File: src/rtl/pulse_burst_ctrl.sv
// Burst sequencer for the LFSR pulse generator: programs the x_low/x_high
// thresholds, lets them settle, forwards N pulses, waits a hold-off, reports done.
module pulse_burst_ctrl #(
  parameter int P_CNT_W     = 32,
  parameter int P_HOLDOFF_W = 16
) (
  input  logic                   clk,
  input  logic                   rst,
  input  logic [31:0]            cfg_x_low,
  input  logic [31:0]            cfg_x_high,
  input  logic [P_CNT_W-1:0]     cfg_burst_len,
  input  logic [P_HOLDOFF_W-1:0] cfg_holdoff,
  input  logic                   start,
  input  logic                   abort,
  output logic [31:0]            pg_x_low,
  output logic                   pg_x_low_wr,
  output logic [31:0]            pg_x_high,
  output logic                   pg_x_high_wr,
  input  logic                   pg_pulse_in,
  output logic                   pulse_out,
  output logic                   busy,
  output logic                   done,
  output logic                   aborted,
  output logic                   cfg_err,
  output logic [P_CNT_W-1:0]     pulse_cnt
);

  typedef enum logic [2:0] {
    IDLE, LOAD_LO, LOAD_HI, SETTLE_A, SETTLE_B, RUN, HOLDOFF, DONE
  } state_t;

  state_t                 state_q, state_d;
  logic [31:0]            x_high_q, x_high_d;
  logic [P_CNT_W-1:0]     burst_q, burst_d;
  logic [P_HOLDOFF_W-1:0] holdoff_q, holdoff_d;
  logic [P_HOLDOFF_W-1:0] hold_cnt_q, hold_cnt_d;

  logic [31:0]            pg_x_low_d, pg_x_high_d;
  logic                   pg_x_low_wr_d, pg_x_high_wr_d;
  logic                   pulse_out_d, busy_d, done_d, aborted_d, cfg_err_d;
  logic [P_CNT_W-1:0]     pulse_cnt_d, cnt_inc, cnt_sat;

  // Every output is a flop fed by the next-state logic below, so strobes and
  // pulse_out line up with the state the sequencer is entering.
  always_comb begin
    // NOTE: every signal gets a default before the case so no path leaves it
    // unassigned; a missing default would infer a latch.
    state_d        = state_q;
    x_high_d       = x_high_q;
    burst_d        = burst_q;
    holdoff_d      = holdoff_q;
    hold_cnt_d     = hold_cnt_q;
    pg_x_low_d     = pg_x_low;
    pg_x_high_d    = pg_x_high;
    pg_x_low_wr_d  = 1'b0;
    pg_x_high_wr_d = 1'b0;
    pulse_out_d    = 1'b0;
    done_d         = 1'b0;
    aborted_d      = 1'b0;
    cfg_err_d      = 1'b0;
    pulse_cnt_d    = pulse_cnt;
    cnt_inc        = pulse_cnt + P_CNT_W'(1);
    cnt_sat        = (&pulse_cnt) ? pulse_cnt : cnt_inc;

    case (state_q)
      IDLE: begin
        if (start && !abort) begin
          if (cfg_x_low > cfg_x_high) begin
            cfg_err_d = 1'b1;
          end else begin
            x_high_d      = cfg_x_high;
            burst_d       = cfg_burst_len;
            holdoff_d     = cfg_holdoff;
            pulse_cnt_d   = '0;
            pg_x_low_d    = cfg_x_low;
            pg_x_low_wr_d = 1'b1;
            state_d       = LOAD_LO;
          end
        end
      end
      LOAD_LO: begin
        pg_x_high_d    = x_high_q;
        pg_x_high_wr_d = 1'b1;
        state_d        = LOAD_HI;
      end
      LOAD_HI:  state_d = SETTLE_A;
      SETTLE_A: state_d = SETTLE_B;
      SETTLE_B: state_d = RUN;
      RUN: begin
        if (pg_pulse_in) begin
          pulse_out_d = 1'b1;
          pulse_cnt_d = cnt_sat;
          // A zero burst length never terminates; only abort leaves RUN.
          if (burst_q != '0 && cnt_inc == burst_q) begin
            hold_cnt_d = holdoff_q;
            state_d    = (holdoff_q == '0) ? DONE : HOLDOFF;
          end
        end
      end
      HOLDOFF: begin
        if (hold_cnt_q <= P_HOLDOFF_W'(1)) state_d = DONE;
        else hold_cnt_d = hold_cnt_q - P_HOLDOFF_W'(1);
      end
      DONE: begin
        done_d  = 1'b1;
        state_d = IDLE;
      end
      default: state_d = IDLE;
    endcase

    // Abort overrides everything except a strobe already on the outputs.
    if (abort && state_q != IDLE) begin
      state_d        = IDLE;
      hold_cnt_d     = hold_cnt_q;
      pg_x_high_d    = pg_x_high;
      pg_x_high_wr_d = 1'b0;
      pulse_out_d    = 1'b0;
      pulse_cnt_d    = pulse_cnt;
      done_d         = 1'b0;
      aborted_d      = 1'b1;
    end

    busy_d = (state_d != IDLE);
  end

  always_ff @(posedge clk) begin
    // NOTE: sequential state uses non-blocking assignments so every flop
    // samples the pre-edge values regardless of statement order.
    if (rst) begin
      state_q      <= IDLE;
      x_high_q     <= '0;
      burst_q      <= '0;
      holdoff_q    <= '0;
      hold_cnt_q   <= '0;
      pg_x_low     <= '0;
      pg_x_low_wr  <= 1'b0;
      pg_x_high    <= '0;
      pg_x_high_wr <= 1'b0;
      pulse_out    <= 1'b0;
      busy         <= 1'b0;
      done         <= 1'b0;
      aborted      <= 1'b0;
      cfg_err      <= 1'b0;
      pulse_cnt    <= '0;
    end else begin
      state_q      <= state_d;
      x_high_q     <= x_high_d;
      burst_q      <= burst_d;
      holdoff_q    <= holdoff_d;
      hold_cnt_q   <= hold_cnt_d;
      pg_x_low     <= pg_x_low_d;
      pg_x_low_wr  <= pg_x_low_wr_d;
      pg_x_high    <= pg_x_high_d;
      pg_x_high_wr <= pg_x_high_wr_d;
      pulse_out    <= pulse_out_d;
      busy         <= busy_d;
      done         <= done_d;
      aborted      <= aborted_d;
      cfg_err      <= cfg_err_d;
      pulse_cnt    <= pulse_cnt_d;
    end
  end

endmodule

File: config.mk
export PLATFORM = sky130hd
export DESIGN_NAME = pulse_burst_ctrl
export DESIGN_NICKNAME = d
export VERILOG_FILES = /design/src/rtl/pulse_burst_ctrl.sv
export SDC_FILE = /design/constraint.sdc
export NUM_CORES = 1
export LEC_CHECK = 0
export BUFFER_PORTS_ARGS = -buffer_cell sky130_fd_sc_hd__buf_2
export CORE_MARGIN = 3
export CORE_UTILIZATION = 45
export CTS_BUF_LIST = sky130_fd_sc_hd__clkbuf_16
export DETAILED_ROUTE_END_ITERATION = 10
export PLACE_DENSITY = 0.7
export SYNTH_ARGS = -nofsm -noshare
export SYNTH_HDL_FRONTEND = slang
export SYNTH_SLANG_ARGS = --single-unit
File: constraint.sdc
create_clock -name clk -period 7.2 [get_ports clk]
set_input_delay 0.72 -clock clk [delete_from_list [all_inputs] [get_ports clk]]
set_output_delay 0.72 -clock clk [all_outputs]
set_load 0.05 [all_outputs]
==> metrics <==
status finished, final reports clean; critical path's largest stage delay 0.80 ns; Antenna Cells 0; I/O Buffers 219; Core Area 22000 um^2; gr ovfl total 0; HPWL Detailed 20700 um; Slew headroom 23.7%; Crit. End Element flop; drt drc 0; Util after Layout 55.2%; Worst Tran Pin Value 1.14 ns; final period utilization 58.6%; 1st-iter DRT viols 544; ys async rst share 0%; Clk Latency, worst-skew pair 0.52 ns; Slew Viols, Final 0; Area after DPL 11300 um^2; post-synthesis mux area share 11.5%; crit path DAT 4.64 ns; die area 24300 um^2; cts hold-fix bufs 0; final hold vios 0; Setup Total Neg Slack 0 ns; gr usage total 23.2%; number of enable flip-flop cells after synthesis 0; final setup vio count 0; register area share after synthesis 40.0%; setup bufs post-CTS 0; first-pass GRT wire length 46600 um; Syn Nets 1343; Distinct cells, synth 58; post-synth top area share 40.0%; xor and xnor area share after synthesis 3.98%; CP Max Fanout 16; TritonCTS buffer count 24; TritonCTS clock tree done; adder-cell share of the synthesized area 4.33%; post-CTS resize count 0; Setup CP Type reg -> reg; crit path time final 4.22 ns; DR pass1 iterations 5; largest family of logic cells by synthesized area simple AND/OR/NAND/NOR gates; Worst-path clk slew 0.06 ns; Yosys reg bits 202; clock skew 0.0173 ns; top cells by area, synth dfxtp_1, mux2i_1, nor2_1; Max VDD drop 175 uV; Final Wtd Congestion 0.933; Max Fclk 237 MHz; Leak Pwr 5.73 nW; commonest cells in the netlist dfxtp_1, nor2_1, nand2_1, mux2i_1, a21oi_1; initial antenna violation count 2; fill count 2055; Max Cap Viol 0; maximum number of pins on one net before global-route repair 86; root buf cell clkbuf_16; number of global-route vias before repair 8860; Initial Util 46.1%; nets@finish 1512; post-synthesis compound-gate area fraction 14.8%; vias per inst 5.60; Die Span Y 156 um; hold slack 0.425 ns; site row count 54; PwrDens 223 nW/um^2; CP max stage cell or4_1; clock tree buffer depth 3; worst hold path type in -> reg; via count 9289; DIE WIDTH 156 um; Mapped Cells 1191; Final Cell Area 12100 um^2; routed wire length 29300 um; RSZ-0062 raised after global routing no; Synth area leader dfxtp_1; Ports 220; Synth Flop Type dfxtp_1; count leader, synth dfxtp_1; Detail Route Antenna Nets 0; Area Growth Syn to Fin 19.8%; warnings from Yosys 0; drt wl/cell 17.6 um; clk sinks 202; CP Cell Sequence ha_1 > nand3_1 > nor4_4 > nand3_1 > xnor2_1 > or4_1 > or4_1 > a21bo_4 > o32ai_1; H-tree depth 1; Startpoint Class flop; Required @ worst endpoint 7.62 ns; Synth Area in Simple Gates 20.5%; share of cells above drive strength 1 21.3%; Syn Area/Cell 8.50 um^2; mapped cell area 10100 um^2
[layer usage]
| layer | wire [um] | vias to the layer above | track usage, % |
|---|---|---|---|
| met5 | 16 | - | 0 |
| met4 | 816 | 4 | 7.19 |
| met3 | 2720 | 58 | 7.05 |
| met2 | 13600 | 349 | 37.6 |
| met1 | 12100 | 4311 | 29.7 |
| li1 | - | 4567 | - |
[power breakdown]
group          leakage (nW)  internal [mW]  total [mW]  switching [mW]
Clock                 0.408          0.749        1.23           0.481
Combinational          3.69          0.117       0.298           0.181
Sequential             1.64           1.15        1.18          0.0265
[kinds of logic (layout without fill, tap and decap cells)]
| group | after synthesis | after routing |
|---|---|---|
| and+or+nand+nor | 442 | 442 |
| AOI/OAI and AO/OA | 222 | 222 |
| DFF | 202 | 202 |
| buffers and inverters | 128 | 315 |
| muxes | 116 | 116 |
| xor gates and xnor gates | 46 | 46 |
| adders and majority gates | 35 | 35 |
[worst max-delay path: cells and delay by family, from the launching register on]
kind / cells / cell delay (ns)
xor gates and xnor gates: 1 / 0.18
DFF: 1 / 0.49
and+or+nand+nor: 5 / 2.41
adders and majority gates: 1 / 0.32
AOI/OAI and AO/OA: 2 / 0.71
[area by class of cell]
class	instances	area (um^2)	area share [%]
Multi-Input combinational cell	861	5590	46.2
Sequential cell	202	4040	33.4
Timing Repair Buffer	227	1160	9.59
Clock buffer	24	601	4.96
Tap cell	280	350	2.89
Clock inverter	20	203	1.67
Inverter	44	165	1.36
[cells in the final DEF (no fill, tap or decap), types with 10 or more instances in the layout]
| master | netlist | routed |
|---|---|---|
| buf_2 | 10 | 218 |
| dfxtp_1 | 202 | 202 |
| nor2_1 | 162 | 161 |
| nand2_1 | 137 | 137 |
| mux2i_1 | 116 | 116 |
| a21oi_1 | 83 | 82 |
| inv_1 | 44 | 48 |
| ha_1 | 35 | 35 |
| xnor2_1 | 33 | 33 |
| o21ai_0 | 32 | 32 |
| nand3_1 | 29 | 29 |
| a311oi_1 | 24 | 24 |
| clkbuf_16 | 0 | 24 |
| nor4_1 | 23 | 23 |
| nor3_1 | 21 | 20 |
| a31oi_1 | 20 | 20 |
| nand4_1 | 18 | 18 |
| xor2_1 | 13 | 13 |
| and3_1 | 10 | 10 |
[path summary, 6_finish.rpt]
check	cells after the start	from	end	slack, ns
hold reg to reg	2	x_high_q[12]	pg_x_high[12]	0.45
hold / removal	3	cfg_burst_len[20]	burst_q[20]	0.42
setup / recovery	9	pulse_cnt[0]	hold_cnt_q[2]	2.98
setup reg to reg	9	pulse_cnt[0]	hold_cnt_q[2]	2.98
[stage by stage]
stage	total power [mW]	setup WS [ns]	instances
5_1_grt	2.82	2.62	1658
3_5_place_dp	1.50	3.00	1614
4_1_cts	2.74	2.99	1658
6_report	2.71	2.98	1658
2_1_floorplan	1.40	3.24	1191
3_3_place_gp	1.49	3.08	1614
[state kept, by name (all words and copies together) (netlist names)]
name	cells
cfg_err	1
pulse_out	1
x_high_q	32
hold_cnt_q	16
pg_x_high_wr	1
pg_x_high	32
busy	1
state_q	3
pulse_cnt	32
done	1
aborted	1
pg_x_low_wr	1
pg_x_low	32
holdoff_q	16
burst_q	32
(Power assumes the default switching activity.)
